--- config.mk ---
export PLATFORM = sky130hd
export DESIGN_NAME = mul16_seq
export DESIGN_NICKNAME = d
export VERILOG_FILES = /design/src/rtl/alu_pkg.sv /design/src/rtl/mul_step.sv /design/src/rtl/mul16_seq.sv
export SDC_FILE = /design/constraint.sdc
export NUM_CORES = 1
export LEC_CHECK = 0
export CORE_UTILIZATION = 50
export CTS_CLUSTER_DIAMETER = 40
export DETAILED_ROUTE_END_ITERATION = 7
export PLACE_DENSITY = 0.75
export SETUP_SLACK_MARGIN = 0.5
export SLEW_MARGIN = 15
export SYNTH_ARGS = -nofsm -noshare
export SYNTH_HDL_FRONTEND = slang
export SYNTH_SLANG_ARGS = --single-unit
--- constraint.sdc ---
create_clock -name clk -period 6.4 [get_ports clk]
set_input_delay 1.28 -clock clk [delete_from_list [all_inputs] [get_ports clk]]
set_output_delay 1.28 -clock clk [all_outputs]
set_load 0.1 [all_outputs]
--- src/rtl/alu_pkg.sv ---
// rtl/alu_pkg.sv - shared ALU types and widths
package alu_pkg;

  localparam int ALU_WIDTH = 16;

  typedef enum logic [1:0] {
    MUL_IDLE = 2'd0,
    MUL_RUN  = 2'd1,
    MUL_FIX  = 2'd2,
    MUL_DONE = 2'd3
  } mul_state_t;

endpackage

--- src/rtl/mul_step.sv ---
// rtl/mul_step.sv - one shift-add step of the sequential multiplier
module mul_step
  import alu_pkg::*;
#(
  parameter int WIDTH = ALU_WIDTH
) (
  input  logic [2*WIDTH-1:0] acc_i,
  input  logic [WIDTH-1:0]   mcand_i,
  output logic [2*WIDTH-1:0] acc_o
);

  logic [WIDTH:0] sum;

  // Add the multiplicand into the high half when the current multiplier bit
  // is set, keep the carry, then shift the whole accumulator right by one.
  always_comb begin
    sum   = {1'b0, acc_i[2*WIDTH-1:WIDTH]} + {1'b0, (acc_i[0] ? mcand_i : '0)};
    acc_o = (2*WIDTH)'({sum, acc_i[WIDTH-1:0]} >> 1);
  end

endmodule

--- src/rtl/mul16_seq.sv ---
// rtl/mul16_seq.sv - multi-cycle shift-add multiplier with valid/ready handshakes
module mul16_seq
  import alu_pkg::*;
#(
  parameter int WIDTH = ALU_WIDTH
) (
  input  logic             clk,
  input  logic             rst_n,
  input  logic             start_valid,
  output logic             start_ready,
  input  logic [WIDTH-1:0] op_a,
  input  logic [WIDTH-1:0] op_b,
  input  logic             op_signed,
  input  logic             abort,
  output logic             res_valid,
  input  logic             res_ready,
  output logic [WIDTH-1:0] res_hi,
  output logic [WIDTH-1:0] res_lo,
  output logic             busy
);

  localparam int CNT_W = $clog2(WIDTH + 1);

  mul_state_t         state_q, state_d;
  logic [CNT_W-1:0]   count_q, count_d;
  logic [2*WIDTH-1:0] acc_q, acc_d;
  logic [WIDTH-1:0]   mcand_q, mcand_d;
  logic               neg_q, neg_d;

  logic [2*WIDTH-1:0] step_acc;
  logic [WIDTH-1:0]   a_mag, b_mag;
  logic               accept;

  mul_step #(.WIDTH(WIDTH)) u_step (
    .acc_i   (acc_q),
    .mcand_i (mcand_q),
    .acc_o   (step_acc)
  );

  // Handshake outputs; abort holds off a new operation in the same cycle.
  always_comb begin
    start_ready = (state_q == MUL_IDLE) && !abort;
    accept      = start_valid && start_ready;
    res_valid   = (state_q == MUL_DONE);
    busy        = (state_q != MUL_IDLE);
    res_hi      = acc_q[2*WIDTH-1:WIDTH];
    res_lo      = acc_q[WIDTH-1:0];
  end

  // Operand magnitudes; negating the most negative value wraps to its unsigned magnitude.
  always_comb begin
    a_mag = (op_signed && op_a[WIDTH-1]) ? (~op_a + 1'b1) : op_a;
    b_mag = (op_signed && op_b[WIDTH-1]) ? (~op_b + 1'b1) : op_b;
  end

  // Sequencer: accept, WIDTH add/shift steps, optional sign fix, then hold result.
  always_comb begin
    state_d = state_q;
    count_d = count_q;
    acc_d   = acc_q;
    mcand_d = mcand_q;
    neg_d   = neg_q;
    unique case (state_q)
      MUL_IDLE: begin
        if (accept) begin
          neg_d   = op_signed && (op_a[WIDTH-1] ^ op_b[WIDTH-1]);
          mcand_d = a_mag;
          acc_d   = {{WIDTH{1'b0}}, b_mag};
          count_d = '0;
          state_d = MUL_RUN;
        end
      end
      MUL_RUN: begin
        acc_d   = step_acc;
        count_d = count_q + 1'b1;
        if (count_q == CNT_W'(WIDTH - 1)) begin
          state_d = MUL_FIX;
        end
      end
      MUL_FIX: begin
        if (neg_q) begin
          acc_d = ~acc_q + 1'b1;
        end
        state_d = MUL_DONE;
      end
      MUL_DONE: begin
        if (res_ready) begin
          state_d = MUL_IDLE;
        end
      end
      default: state_d = MUL_IDLE;
    endcase
    if (abort && (state_q != MUL_IDLE)) begin
      state_d = MUL_IDLE;
    end
  end

  // State and datapath registers; reset drops any operation in flight.
  always_ff @(posedge clk or negedge rst_n) begin
    if (!rst_n) begin
      state_q <= MUL_IDLE;
      count_q <= '0;
      acc_q   <= '0;
      mcand_q <= '0;
      neg_q   <= 1'b0;
    end else begin
      state_q <= state_d;
      count_q <= count_d;
      acc_q   <= acc_d;
      mcand_q <= mcand_d;
      neg_q   <= neg_d;
    end
  end

endmodule
### Word level (Yosys, flattened, before mapping)

Index checks and enable logic that the tools add are counted.

* word-level logic and storage cells: 51
* input bits: 38
* register bits after elaboration: 56
* output and inout bits: 35

* multiplexer cells: 13
* reductions and logical operators: 15
* bitwise operators: 4
* add/subtract/negate cells: 5
* equal/unequal tests: 9

Operators with widths (count)
* case mux 32 bit (3 select lines): 1
* 2-to-1 mux 32 bit: 2
* 2-to-1 mux 16 bit: 3
* adder 16 x 1 -> 16 bit, second input constant: 2
* adder 32 x 1 -> 32 bit, second input constant: 1
* NOT 16 bit: 2
* NOT 32 bit: 1
* adder 16 x 16 -> 17 bit: 1
* case mux 5 bit (2 select lines): 1
* 2-to-1 mux 2 bit: 4
* case mux 2 bit (4 select lines): 1
* logical AND 1 bit: 6
* AND reduction 3 bit: 2
* adder 5 x 1 -> 5 bit, second input constant: 1
* == test 5 x 4 -> 1 bit, second input constant: 1
* 2-to-1 mux 5 bit: 1
* == test 2 bit, second input constant: 2
* inequality test 2 bit, second input constant: 2
* AND reduction 2 bit: 2
* nonzero test 2 bit: 2
* inequality test 3 x 1 -> 1 bit, second input constant: 1
* inequality test 3 x 2 -> 1 bit, second input constant: 1
* inequality test 3 bit, second input constant: 1
* nonzero test 3 bit: 1
* 4 further kinds: 4

### Depth between registers and ports, before layout

Gate-level depths: netlist of run 1.

* depth after elaboration: 6
* gate-level depth with buffers: 12
* depth with buffers taken out: 11

### Cells and area by module

A second synthesis of run 1 with hierarchy kept.

* cells, all modules: 628
* area total of the unflattened synthesis: 5029.8 sq um

Modules (own cells, without submodules)
* mul16_seq: instances 1, area an instance 3957.5 sq um, seq. area each 1401.3 sq um, cells an instance 486
* mul_step: instances 1, area an instance 1072.3 sq um, seq. area each 0.0 sq um, cells an instance 142

### Least setup slack after synthesis of run 1

OpenSTA, ideal clock, no wires.

* path type: register to output
* from: register state_q[0]
* to: output start_ready
* slack: 2.550 ns
* data required time: 5.120 ns
* stages on the path, launching flop included: 5
* arrival time: 2.570 ns
* cells stage by stage: dfrtp_1 -> inv_1 -> ha_1 -> inv_1 -> nor2_1

* word-level cells in the longest chain between the ends: 2

Ends and longest elaborated chain
* start: declaration: line mul16_seq.sv:24 `mul_state_t state_q, state_d;`
* start signal: assignment: line mul16_seq.sv:107 `state_q <= state_d;`
* logical NOT 2 bit: line mul16_seq.sv:42 `start_ready = (state_q == MUL_IDLE) && !abort;`
* logical AND 1 bit: line mul16_seq.sv:42
* end: declaration: line mul16_seq.sv:10 `output logic start_ready,`

No other way between the ends.

### Worst setup path after layout of run 1

* from: input abort
* to: output start_ready

* word-level cells in the longest chain between the ends: 2

Ends and longest elaborated chain
* start: declaration: line mul16_seq.sv:14 `input logic abort,`
* logical NOT 1 bit: line mul16_seq.sv:42
* logical AND 1 bit: line mul16_seq.sv:42

No other way between the ends.

==> results of run 1 <==
sequential cells by signal, summed over array words and instances, names as in the netlist:
signal,count
acc_q,32
mcand_q,16
count_q,5
neg_q,1
state_q,2
logic make-up (layout without fill, tap and decap cells):
logic type | Yosys count | count (layout) | share of synthesized area, %
buffers and inverters | 54 | 109 | 4.447
xor gates and xnor gates | 43 | 43 | 8.113
adders and majority gates | 26 | 26 | 7.170
AOI/OAI and AO/OA | 192 | 192 | 25.53
DFF | 56 | 56 | 30.19
muxes | 3 | 3 | 0.6739
and+or+nand+nor | 221 | 221 | 23.88
report_power, final:
| part | total, mW | internal, mW | switching, mW |
|---|---|---|---|
| registers | 0.712 | 0.506 | 0.206 |
| clock network | 0.264 | 0.138 | 0.125 |
| logic | 2.08 | 0.620 | 1.46 |
per-layer routing:
layer / global-route usage (%) / vias to the layer above / wire length, um
met1: 36.61 / 2267 / 5712
li1: - / 2267 / -
met4: 6.315 / 0 / 97
met5: 0 / - / 0
met3: 4.581 / 11 / 882
met2: 45.88 / 178 / 6083
final timing paths:
check / cells past startpoint / endpoint / slack (ps)
min in group asynchronous: 2 / state_q[1] / 1070
hold / removal: 2 / mcand_q[14] / 480
setup / recovery: 3 / start_ready / 2110
hold reg to reg: 2 / mcand_q[14] / 480
setup reg to reg: 6 / acc_q[17] / 3100
max in group asynchronous: 2 / mcand_q[9] / 4830
layout make-up:
| cell class | instances | area [um^2] | area share [%] |
|---|---|---|---|
| Timing Repair Buffer | 74 | 730.7 | 13.22 |
| Sequential cell | 56 | 1401 | 25.35 |
| Inverter | 27 | 101.3 | 1.833 |
| Clock buffer | 7 | 96.34 | 1.742 |
| Tap cell | 108 | 135.1 | 2.444 |
| Clock inverter | 1 | 30.03 | 0.5431 |
| Multi-Input combinational cell | 485 | 3034 | 54.88 |
critical path, delay by kind of cell:
| kind | cells | cell delay [ps] |
|---|---|---|
| buffers and inverters | 2 | 1590 |
| and+or+nand+nor | 1 | 140 |
cells in the mapped netlist (2+ instances only):
| cell type | n | area, um^2 |
|---|---|---|
| nand2_1 | 67 | 251.5 |
| o21ai_0 | 59 | 295.3 |
| dfrtp_1 | 56 | 1401 |
| a21oi_1 | 54 | 270.3 |
| nor2_1 | 42 | 157.7 |
| xnor2_1 | 32 | 280.3 |
| nor3_1 | 27 | 135.1 |
| inv_1 | 26 | 97.59 |
| ha_1 | 25 | 312.8 |
| clkbuf_1 | 23 | 86.33 |
| and2_1 | 20 | 125.1 |
| nand3_1 | 16 | 80.08 |
| a21o_1 | 13 | 97.59 |
| xor2_1 | 11 | 96.34 |
| a31oi_1 | 10 | 62.56 |
| a211oi_1 | 9 | 67.56 |
| nand2b_1 | 9 | 56.30 |
| o31ai_1 | 8 | 60.06 |
| nor4_1 | 7 | 43.79 |
| a221oi_1 | 6 | 52.55 |
| or3_1 | 6 | 37.54 |
| nand4_1 | 5 | 31.28 |
| o211ai_1 | 5 | 37.54 |
| a221o_1 | 4 | 40.04 |
| nand3b_1 | 4 | 30.03 |
| or4_1 | 4 | 30.03 |
| a22oi_1 | 3 | 22.52 |
| buf_2 | 3 | 15.01 |
| o22a_1 | 3 | 26.28 |
| o22ai_1 | 3 | 18.77 |
| or2_2 | 3 | 18.77 |
| a211o_1 | 2 | 17.52 |
| a32o_1 | 2 | 20.02 |
| a32oi_1 | 2 | 17.52 |
| mux2i_1 | 2 | 20.02 |
| nor2b_1 | 2 | 12.51 |
| o311ai_0 | 2 | 17.52 |
| o41ai_1 | 2 | 17.52 |
| or3_4 | 2 | 22.52 |
==> report_table.html, run 1 <==
<table>
<tr><th>Metric</th><th>Value</th></tr>
<tr><th colspan="2">Floorplanning</th></tr>
<tr><td>DIE AREA</td><td>9674 um^2</td></tr>
<tr><td>Core area</td><td>8848 um^2</td></tr>
<tr><td>Height of the chip</td><td>98.36 um</td></tr>
<tr><td>Site Rows</td><td>34</td></tr>
<tr><td>Die width</td><td>98.36 um</td></tr>
<tr><td>Total I/O pin count</td><td>73</td></tr>
<tr><td>Effective utilization at floorplan</td><td>52.46%</td></tr>
<tr><th colspan="2">Job</th></tr>
<tr><td>Max_cap viols</td><td>0</td></tr>
<tr><th colspan="2">Routing</th></tr>
<tr><td>Vias per std cell</td><td>6.231</td></tr>
<tr><td>Post-route DRC</td><td>4</td></tr>
<tr><td>DRC marker count from the first detailed-route iteration</td><td>368</td></tr>
<tr><td>Detailed-route wire length per cell</td><td>16.85 um</td></tr>
<tr><td>Drt pass-1 iters</td><td>7</td></tr>
<tr><td>Routed wire length</td><td>12,780 um</td></tr>
<tr><td>Vias</td><td>4,723</td></tr>
<tr><td>Number of nets still failing antenna checks after routing</td><td>0</td></tr>
<tr><th colspan="2">Synthesis</th></tr>
<tr><td>Mapped Nets</td><td>659</td></tr>
<tr><td>Warnings from Yosys</td><td>0</td></tr>
<tr><td>Sequential area share after synthesis</td><td>30.19%</td></tr>
<tr><td>Async set-or-reset flop fraction in the synthesized netlist</td><td>100.0%</td></tr>
<tr><td>Gate Count Post-Synth</td><td>595</td></tr>
<tr><td>Predominant post-synthesis flop cell</td><td>dfrtp_1</td></tr>
<tr><td>Per-instance average area after synthesis</td><td>7.802 um^2</td></tr>
<tr><td>Number of distinct library cells after synthesis</td><td>55</td></tr>
<tr><td>Number of synthesized register bits</td><td>56</td></tr>
<tr><td>Post-synthesis cell area</td><td>4642 um^2</td></tr>
<tr><td>Number of synthesized flops with an enable pin</td><td>0</td></tr>
<tr><th colspan="2">STA</th></tr>
<tr><td>Setup TNS after final layout</td><td>0 ps</td></tr>
<tr><td>Final worst-path cycle share</td><td>67.11%</td></tr>
<tr><td>Worst path setup slack after routing</td><td>2105 ps</td></tr>
<tr><td>Max frequency</td><td>232.8 MHz</td></tr>
<tr><td>Setup repair after global routing missed its margin</td><td>no</td></tr>
<tr><td>Worst setup skew after layout</td><td>15.59 ps</td></tr>
<tr><td>Least-Margin Pin Slew</td><td>1023 ps</td></tr>
<tr><td>Post-layout min period</td><td>4295 ps</td></tr>
<tr><td>Hold slack final</td><td>480.1 ps</td></tr>
<tr><td>Final hold vios</td><td>0</td></tr>
<tr><td>Rel. slew slack</td><td>31.79%</td></tr>
<tr><td>Number of failing setup endpoints in the final timing report</td><td>0</td></tr>
<tr><td>Max-slew violation total from the final report</td><td>0</td></tr>
<tr><th colspan="2">Power and ir drop</th></tr>
<tr><td>PD cells</td><td>552.3 nW/um^2</td></tr>
<tr><td>VDD IR max</td><td>0.3644 mV</td></tr>
<tr><td>Total Power Consumption</td><td>3.053 mW</td></tr>
<tr><td>Standby leakage power</td><td>2.324 nW</td></tr>
<tr><th colspan="2">Clock network</th></tr>
<tr><td>Clock slew at the register clock pins of the worst setup and hold paths</td><td>100 ps</td></tr>
<tr><td>Buffers inserted by post-CTS timing repair</td><td>0</td></tr>
<tr><td>Maximum buffer depth of the clock tree</td><td>2</td></tr>
<tr><td>TritonCTS clock tree</td><td>built</td></tr>
<tr><td>Hold buffers post-CTS</td><td>0</td></tr>
<tr><td>Maximum level of the CTS H-tree</td><td>2</td></tr>
<tr><td># resized after CTS</td><td>0</td></tr>
<tr><td>Number of CTS-inserted buffers</td><td>5</td></tr>
<tr><td>Clock Latency Late Sink</td><td>330 ps</td></tr>
<tr><td>CTS Sinks</td><td>56</td></tr>
<tr><td>Root Driver</td><td>clkbuf_8</td></tr>
<tr><th colspan="2">Critical path</th></tr>
<tr><td>Worst setup path startpoint</td><td>abort</td></tr>
<tr><td>CP Max Fanout</td><td>4</td></tr>
<tr><td>Most frequent CP cell</td><td>clkdlybuf4s50_1</td></tr>
<tr><td>Maximum cell stage delay along the critical path</td><td>1140 ps</td></tr>
<tr><td>Startpoint of the lowest-slack register-to-register path</td><td>state_q[0]</td></tr>
<tr><td>Endpoint arrival time on the critical path</td><td>3010 ps</td></tr>
<tr><td>Worst path cell trace</td><td>clkdlybuf4s50_1 &gt; nor2_1 &gt; clkdlybuf4s50_1</td></tr>
<tr><td>Kind of launch point of the worst setup path</td><td>input port</td></tr>
<tr><td>Critical Path Slowest Stage Cell</td><td>clkdlybuf4s50_1</td></tr>
<tr><td>Worst Path Required</td><td>5120 ps</td></tr>
<tr><td>Path type of the worst setup path</td><td>input port to output port</td></tr>
<tr><td>Capturing element type of the critical path</td><td>output port</td></tr>
<tr><th colspan="2">Placement</th></tr>
<tr><td>Placer's final routability congestion estimate</td><td>0.8739</td></tr>
<tr><td>Worst slack, placed</td><td>2114 ps</td></tr>
<tr><td>Number of buffers inserted by port buffering</td><td>72</td></tr>
<tr><td>Post-placement cell area</td><td>5403 um^2</td></tr>
<tr><td>Post-DP HPWL</td><td>9512 um</td></tr>
<tr><td>Placed instance count</td><td>750</td></tr>
<tr><th colspan="2">Global routing</th></tr>
<tr><td>Via count of the first global-routing pass</td><td>4,457</td></tr>
<tr><td>Initial antenna violation count</td><td>0</td></tr>
<tr><td>Gr usage total</td><td>27.21%</td></tr>
<tr><td>Pin count of the biggest net entering global routing</td><td>57</td></tr>
<tr><td>Final global-route overflow total</td><td>0</td></tr>
<tr><td>Wire length of the first global-routing pass</td><td>21,120 um</td></tr>
<tr><th colspan="2">Layout</th></tr>
<tr><td>Post-layout util</td><td>62.49%</td></tr>
<tr><td>Number of inserted diodes</td><td>0</td></tr>
<tr><td>Area added between synthesis and finish</td><td>19.11%</td></tr>
<tr><td>Number of fill cells</td><td>819</td></tr>
<tr><td>Commonest cells after routing, fill and taps aside</td><td>clkdlybuf4s50_1, nand2_1, o21ai_0</td></tr>
<tr><td>Leading cell type in the layout, fill and taps excluded</td><td>clkdlybuf4s50_1</td></tr>
<tr><td># nets final</td><td>713</td></tr>
<tr><td>Final design instance area without fill</td><td>5529 um^2</td></tr>
<tr><td>Post-Layout Cell Count</td><td>758</td></tr>
<tr><td>Proportion of layout cells with a drive suffix above 1</td><td>3.231%</td></tr>
<tr><th colspan="2">Worst hold path</th></tr>
<tr><td>Kind of path behind the tightest hold check</td><td>flop to flop</td></tr>
<tr><td>Worst min-delay path startpoint</td><td>mcand_q[14]</td></tr>
<tr><th colspan="2">Outcome</th></tr>
<tr><td>Violated checks</td><td>DRC</td></tr>
<tr><td>Status</td><td>finished, violations left</td></tr>
</table>
Note: power is estimated with default switching activity, not from simulation.
==> inputs of run 2 (changes only) <==
--- a/config.mk
+++ b/config.mk
@@ -8,7 +8,7 @@
 export CORE_UTILIZATION = 50
 export CTS_CLUSTER_DIAMETER = 40
 export DETAILED_ROUTE_END_ITERATION = 7
-export PLACE_DENSITY = 0.75
+export PLACE_DENSITY = 0.78
 export SETUP_SLACK_MARGIN = 0.5
 export SLEW_MARGIN = 15
 export SYNTH_ARGS = -nofsm -noshare
==> constraint.sdc (replaced) <==
create_clock -name clk -period 3.79 [get_ports clk]
set_input_delay 0.758 -clock clk [delete_from_list [all_inputs] [get_ports clk]]
set_output_delay 0.758 -clock clk [all_outputs]
set_load 0.1 [all_outputs]
==> report_table.html, run 2 (same netlist as run 1, synthesis figures left out) <==
<table>
<tr><th>Metric</th><th>Value</th></tr>
<tr><th colspan="2">Clock network</th></tr>
<tr><td>Maximum level of the CTS H-tree</td><td>2</td></tr>
<tr><td>Clock Latency Late Sink</td><td>320 ps</td></tr>
<tr><td># resized after CTS</td><td>0</td></tr>
<tr><td>Buffers inserted by post-CTS timing repair</td><td>0</td></tr>
<tr><td>Hold buffers post-CTS</td><td>0</td></tr>
<tr><td>Number of CTS-inserted buffers</td><td>5</td></tr>
<tr><td>Maximum buffer depth of the clock tree</td><td>2</td></tr>
<tr><td>Clock slew at the register clock pins of the worst setup and hold paths</td><td>110 ps</td></tr>
<tr><td>CTS Sinks</td><td>56</td></tr>
<tr><td>Root Driver</td><td>clkbuf_8</td></tr>
<tr><td>TritonCTS clock tree</td><td>built</td></tr>
<tr><th colspan="2">Floorplanning</th></tr>
<tr><td>Die width</td><td>98.36 um</td></tr>
<tr><td>Site Rows</td><td>34</td></tr>
<tr><td>Height of the chip</td><td>98.36 um</td></tr>
<tr><td>Core area</td><td>8848 um^2</td></tr>
<tr><td>Total I/O pin count</td><td>73</td></tr>
<tr><td>Effective utilization at floorplan</td><td>52.46%</td></tr>
<tr><td>DIE AREA</td><td>9674 um^2</td></tr>
<tr><th colspan="2">Power and ir drop</th></tr>
<tr><td>PD cells</td><td>929.2 nW/um^2</td></tr>
<tr><td>Standby leakage power</td><td>2.348 nW</td></tr>
<tr><td>VDD IR max</td><td>0.5771 mV</td></tr>
<tr><th colspan="2">STA</th></tr>
<tr><td>Post-layout min period</td><td>3040 ps</td></tr>
<tr><td>Number of failing setup endpoints in the final timing report</td><td>0</td></tr>
<tr><td>Setup repair after global routing missed its margin</td><td>no</td></tr>
<tr><td>Final hold vios</td><td>0</td></tr>
<tr><td>Worst path setup slack after routing</td><td>749.6 ps</td></tr>
<tr><td>Least-Margin Pin Slew</td><td>1004 ps</td></tr>
<tr><td>Final worst-path cycle share</td><td>80.22%</td></tr>
<tr><td>Worst setup skew after layout</td><td>11.05 ps</td></tr>
<tr><td>Rel. slew slack</td><td>32.84%</td></tr>
<tr><td>Max-slew violation total from the final report</td><td>0</td></tr>
<tr><td>Setup TNS after final layout</td><td>0 ps</td></tr>
<tr><td>Max frequency</td><td>328.9 MHz</td></tr>
<tr><th colspan="2">Critical path</th></tr>
<tr><td>Path type of the worst setup path</td><td>flop to flop</td></tr>
<tr><td>Kind of launch point of the worst setup path</td><td>flop</td></tr>
<tr><td>Capturing element type of the critical path</td><td>flop</td></tr>
<tr><td>Endpoint arrival time on the critical path</td><td>3240 ps</td></tr>
<tr><td>CP Max Fanout</td><td>7</td></tr>
<tr><td>Worst Path Required</td><td>3980 ps</td></tr>
<tr><th colspan="2">Layout</th></tr>
<tr><td>Regs by FF count</td><td>acc_q (32), mcand_q (16), count_q (5)</td></tr>
<tr><td># nets final</td><td>718</td></tr>
<tr><td>Number of flip-flops under the largest register name</td><td>32</td></tr>
<tr><td>Proportion of layout cells with a drive suffix above 1</td><td>4.733%</td></tr>
<tr><td>Number of inserted diodes</td><td>0</td></tr>
<tr><td>Commonest cells after routing, fill and taps aside</td><td>clkdlybuf4s50_1, nand2_1, o21ai_0</td></tr>
<tr><td>Post-layout util</td><td>62.75%</td></tr>
<tr><td>Largest register by flop count</td><td>acc_q</td></tr>
<tr><td>Area added between synthesis and finish</td><td>19.62%</td></tr>
<tr><td>Post-Layout Cell Count</td><td>763</td></tr>
<tr><td>Final design instance area without fill</td><td>5553 um^2</td></tr>
<tr><td>Leading cell type in the layout, fill and taps excluded</td><td>clkdlybuf4s50_1</td></tr>
<tr><th colspan="2">Global routing</th></tr>
<tr><td>Initial antenna violation count</td><td>0</td></tr>
<tr><td>Pin count of the biggest net entering global routing</td><td>35</td></tr>
<tr><td>Via count of the first global-routing pass</td><td>4,366</td></tr>
<tr><td>Final global-route overflow total</td><td>0</td></tr>
<tr><td>Wire length of the first global-routing pass</td><td>21,020 um</td></tr>
<tr><td>Gr usage total</td><td>27.03%</td></tr>
<tr><th colspan="2">Job</th></tr>
<tr><td>Max_cap viols</td><td>0</td></tr>
<tr><th colspan="2">Placement</th></tr>
<tr><td>Number of buffers inserted by port buffering</td><td>72</td></tr>
<tr><td>Placed instance count</td><td>755</td></tr>
<tr><td>Placer's final routability congestion estimate</td><td>0.8558</td></tr>
<tr><td>Worst slack, placed</td><td>536.2 ps</td></tr>
<tr><td>Post-placement cell area</td><td>5435 um^2</td></tr>
<tr><td>Post-DP HPWL</td><td>9854 um</td></tr>
<tr><th colspan="2">Outcome</th></tr>
<tr><td>Status</td><td>finished, violations left</td></tr>
<tr><td>Violated checks</td><td>DRC</td></tr>
<tr><th colspan="2">Routing</th></tr>
<tr><td>DRC marker count from the first detailed-route iteration</td><td>379</td></tr>
<tr><td>Post-route DRC</td><td>3</td></tr>
<tr><td>Vias per std cell</td><td>6.122</td></tr>
<tr><td>Detailed-route wire length per cell</td><td>16.83 um</td></tr>
<tr><td>Drt pass-1 iters</td><td>8</td></tr>
<tr><td>Routed wire length</td><td>12,840 um</td></tr>
<tr><td>Vias</td><td>4,671</td></tr>
<tr><td>Number of nets still failing antenna checks after routing</td><td>0</td></tr>
<tr><th colspan="2">Worst hold path</th></tr>
<tr><td>Kind of path behind the tightest hold check</td><td>input port to async pin</td></tr>
</table>
-- run 2: report_power, final --
part	switching, mW	internal [mW]
clock	0.217	0.200
sequential	0.336	0.854
combinational	2.48	1.07
total	3.03	2.13
-- run 2: routing by layer --
metal  track usage (%)  vias up  routed length (um)
met2             44.31      178                5902
met3             7.373       20                 960
met4             6.774        0                 139
met5                 0        -                   0
li1                  -     2269                   -
met1             35.44     2204                5839
-- run 2: worst max-delay path: stages (launching register included) --
cell	delay [ps]
dfrtp_1	480
nor4_1	590
or4b_2	670
or4_1	600
nor4_2	250
nor3_1	90
a21oi_1	150
o211ai_1	100
-- run 2: worst paths after layout --
path / from / end / slack, ps / depth (start not counted)
worst max-delay path: acc_q[17] / acc_q[31] / 750 / 7
worst min-delay path: rst_n / state_q[0] / 430 / 1
worst max register to register: acc_q[17] / acc_q[31] / 750 / 7
worst min register to register: mcand_q[13] / mcand_q[13] / 490 / 2
max in group asynchronous: rst_n / mcand_q[1] / 2510 / 2
min in group clk: mcand_q[13] / mcand_q[13] / 490 / 2
-- run 2: area by class of cell --
class	count	area, um^2
inverter	27	101.3
clock buffer	5	68.82
sequential	56	1401
clock inverter	3	47.55
tap	108	135.1
multi-input combinational	485	3038
fill	818	3296
timing repair buffer	79	760.7
-- run 2: stage by stage --
step	hold WS, ps	power [mW]
6_report	434.5	5.160
5_1_grt	472.4	5.475
4_1_cts	460.8	5.114
3_5_place_dp	464.7	4.699
3_3_place_gp	454.8	4.622
2_1_floorplan	442.4	3.811
==> inputs of run 3 (changes only) <==
==> constraint.sdc (replaced) <==
create_clock -name clk -period 2.5 [get_ports clk]
set_input_delay 0.5 -clock clk [delete_from_list [all_inputs] [get_ports clk]]
set_output_delay 0.5 -clock clk [all_outputs]
set_load 0.1 [all_outputs]
==> report_table.html, run 3 (same netlist as run 1, synthesis figures left out) <==
<table>
<tr><th>Metric</th><th>Value</th></tr>
<tr><th colspan="2">Outcome</th></tr>
<tr><td>Status</td><td>finished, violations left</td></tr>
<tr><td>Violated checks</td><td>DRC, setup timing</td></tr>
<tr><th colspan="2">Layout</th></tr>
<tr><td># nets final</td><td>803</td></tr>
<tr><td>Area added between synthesis and finish</td><td>45.96%</td></tr>
<tr><td>Largest register by flop count</td><td>acc_q</td></tr>
<tr><td>Commonest cells after routing, fill and taps aside</td><td>buf_4, nand2_1, a21oi_1</td></tr>
<tr><td>Proportion of layout cells with a drive suffix above 1</td><td>33.24%</td></tr>
<tr><td>Number of fill cells</td><td>612</td></tr>
<tr><td>Combined area of the multi-input logic cells</td><td>3547 um^2</td></tr>
<tr><td>Leading cell type in the layout, fill and taps excluded</td><td>buf_4</td></tr>
<tr><td>Post-layout util</td><td>76.57%</td></tr>
<tr><td>Flip-flop and latch area</td><td>1434 um^2</td></tr>
<tr><td>Number of flip-flops under the largest register name</td><td>32</td></tr>
<tr><td>Number of inserted diodes</td><td>0</td></tr>
<tr><td>Regs by FF count</td><td>acc_q (32), mcand_q (16), count_q (5)</td></tr>
<tr><th colspan="2">STA</th></tr>
<tr><td>Number of failing setup endpoints in the final timing report</td><td>8</td></tr>
<tr><td>Post-layout min period</td><td>2636 ps</td></tr>
<tr><td>Max-slew violation total from the final report</td><td>0</td></tr>
<tr><td>Setup repair after global routing missed its margin</td><td>yes</td></tr>
<tr><td>Final worst-path cycle share</td><td>105.4%</td></tr>
<tr><td>Worst path setup slack after routing</td><td>-135.6 ps</td></tr>
<tr><td>Final hold vios</td><td>0</td></tr>
<tr><td>Least-Margin Pin Slew</td><td>462.0 ps</td></tr>
<tr><td>Max frequency</td><td>379.4 MHz</td></tr>
<tr><td>Worst setup skew after layout</td><td>10.93 ps</td></tr>
<tr><td>Rel. slew slack</td><td>69.12%</td></tr>
<tr><td>Hold slack final</td><td>156.2 ps</td></tr>
<tr><th colspan="2">Power and ir drop</th></tr>
<tr><td>VDD IR max</td><td>0.6269 mV</td></tr>
<tr><td>Standby leakage power</td><td>2.908 nW</td></tr>
<tr><td>PD cells</td><td>1419 nW/um^2</td></tr>
<tr><th colspan="2">Clock network</th></tr>
<tr><td>Maximum buffer depth of the clock tree</td><td>2</td></tr>
<tr><td>TritonCTS clock tree</td><td>built</td></tr>
<tr><td>Maximum level of the CTS H-tree</td><td>2</td></tr>
<tr><td>Root Driver</td><td>clkbuf_8</td></tr>
<tr><td>Number of CTS-inserted buffers</td><td>5</td></tr>
<tr><td>CTS Sinks</td><td>56</td></tr>
<tr><td>Clock Latency Late Sink</td><td>320 ps</td></tr>
<tr><td>Clock slew at the register clock pins of the worst setup and hold paths</td><td>110 ps</td></tr>
<tr><th colspan="2">Job</th></tr>
<tr><td>Max_cap viols</td><td>0</td></tr>
<tr><th colspan="2">Routing</th></tr>
<tr><td>Number of nets still failing antenna checks after routing</td><td>0</td></tr>
<tr><td>Routed wire length</td><td>15,730 um</td></tr>
<tr><td>Detailed-route wire length per cell</td><td>18.54 um</td></tr>
<tr><td>Vias per std cell</td><td>6.354</td></tr>
<tr><td>Vias</td><td>5,388</td></tr>
<tr><td>Drt pass-1 iters</td><td>7</td></tr>
<tr><td>DRC marker count from the first detailed-route iteration</td><td>546</td></tr>
<tr><td>Post-route DRC</td><td>4</td></tr>
<tr><th colspan="2">Critical path</th></tr>
<tr><td>Most frequent CP cell</td><td>or3_4</td></tr>
<tr><td>Capturing element type of the critical path</td><td>flop</td></tr>
<tr><td>Kind of launch point of the worst setup path</td><td>flop</td></tr>
<tr><td>CP Max Fanout</td><td>2</td></tr>
<tr><td>Count of buffer and inverter cells on the critical path</td><td>0</td></tr>
<tr><td>Path type of the worst setup path</td><td>flop to flop</td></tr>
<tr><td>Endpoint arrival time on the critical path</td><td>2870 ps</td></tr>
<tr><td>Worst path cell trace</td><td>or3_4 &gt; or4_4 &gt; or3_4 &gt; or3_4 &gt; nor4_4 &gt; o32ai_1 &gt; a21o_1</td></tr>
<tr><td>Maximum cell stage delay along the critical path</td><td>490 ps</td></tr>
<tr><td>Family of cells with the greatest summed delay on the critical path</td><td>simple AND/OR/NAND/NOR gates</td></tr>
<tr><td>Worst Path Required</td><td>2730 ps</td></tr>
<tr><td>Critical Path Slowest Stage Cell</td><td>dfrtp_4</td></tr>
<tr><th colspan="2">Floorplanning</th></tr>
<tr><td>Total I/O pin count</td><td>73</td></tr>
<tr><td>DIE AREA</td><td>9674 um^2</td></tr>
<tr><td>Height of the chip</td><td>98.36 um</td></tr>
<tr><td>Core area</td><td>8848 um^2</td></tr>
<tr><td>Effective utilization at floorplan</td><td>52.46%</td></tr>
<tr><td>Site Rows</td><td>34</td></tr>
<tr><td>Die width</td><td>98.36 um</td></tr>
<tr><th colspan="2">Global routing</th></tr>
<tr><td>Via count of the first global-routing pass</td><td>5,030</td></tr>
<tr><td>Pin count of the biggest net entering global routing</td><td>57</td></tr>
<tr><td>Initial antenna violation count</td><td>0</td></tr>
<tr><td>Wire length of the first global-routing pass</td><td>24,470 um</td></tr>
<tr><td>Gr usage total</td><td>31.51%</td></tr>
<tr><td>Final global-route overflow total</td><td>0</td></tr>
<tr><th colspan="2">Placement</th></tr>
<tr><td>Post-DP HPWL</td><td>10,760 um</td></tr>
<tr><td>Number of buffers inserted by port buffering</td><td>72</td></tr>
<tr><td>Placer's final routability congestion estimate</td><td>0.8709</td></tr>
<tr><th colspan="2">Worst hold path</th></tr>
<tr><td>Kind of path behind the tightest hold check</td><td>input port to async pin</td></tr>
</table>
==> run 3: changes by cell type in the layout (fill, tap and decap cells not counted), sizes merged, moves of 2 or more <==
cell           change
buf              +116
clkdlybuf4s50     -32
clkinv             -2
clkinvlp           +2
==> run 3: worst reg2reg max path, delay by kind of cell (launching register included) <==
kind / cells / cell delay [ps]
AOI/OAI and AO/OA: 2 / 270
and+or+nand+nor: 5 / 1790
DFF: 1 / 490
==> run 3: timing repair <==
action                     CTS  global route
pin swaps                   26            33
gates resized for setup     66            42
setup endpoints to repair   31            36
hold buffers                 0             0
buffers inserted            15             8
gates cloned                 1             0
==> run 3: worst paths after layout <==
kind	cells after the start	start	slack (ps)	to
max	7	acc_q[3]	-140	acc_q[27]
min	2	rst_n	160	acc_q[10]
max reg2reg	7	acc_q[3]	-140	acc_q[27]
min reg2reg	2	mcand_q[5]	490	mcand_q[5]
max in group asynchronous	2	rst_n	2060	acc_q[3]
min in group clk	2	mcand_q[5]	490	mcand_q[5]
==> run 3: routing by layer <==
metal	global-route usage, %	share of wire (%)	up-vias
met5	0	0	-
met4	9.989	2.3	0
met3	3.150	7.9	46
met2	54.06	49	310
met1	41.89	41	2583
li1	-	-	2449
==> run 3: final cells by class <==
| type | instances | share of cell area, % |
|---|---|---|
| Clock inverter | 2 | 0.5171 |
| Inverter | 27 | 1.681 |
| Sequential cell | 56 | 21.16 |
| Timing Repair Buffer | 164 | 21.22 |
| Multi-Input combinational cell | 485 | 52.35 |
| Tap cell | 108 | 1.994 |
| Clock buffer | 6 | 1.071 |
==> run 3: per-stage QoR <==
step	power [mW]	worst slack, ps	instance area (um^2)	cells	setup TNS [ps]
floorplan	6.038	-372.8	4836	595	-1791
global placement	7.820	-162.5	5992	816	-516.2
detailed placement	7.965	-177.5	5992	816	-866.2
CTS	9.060	-106.3	6536	840	-185.6
global route	10.08	-261.8	6775	848	-1362
finish	9.614	-135.6	6775	848	-595.1
==> run 3: power by group <==
part / switching, mW / total, mW / internal [mW]
Sequential: 0.485 / 1.82 / 1.33
Combinational: 4.58 / 7.18 / 2.61
Clock: 0.316 / 0.614 / 0.298
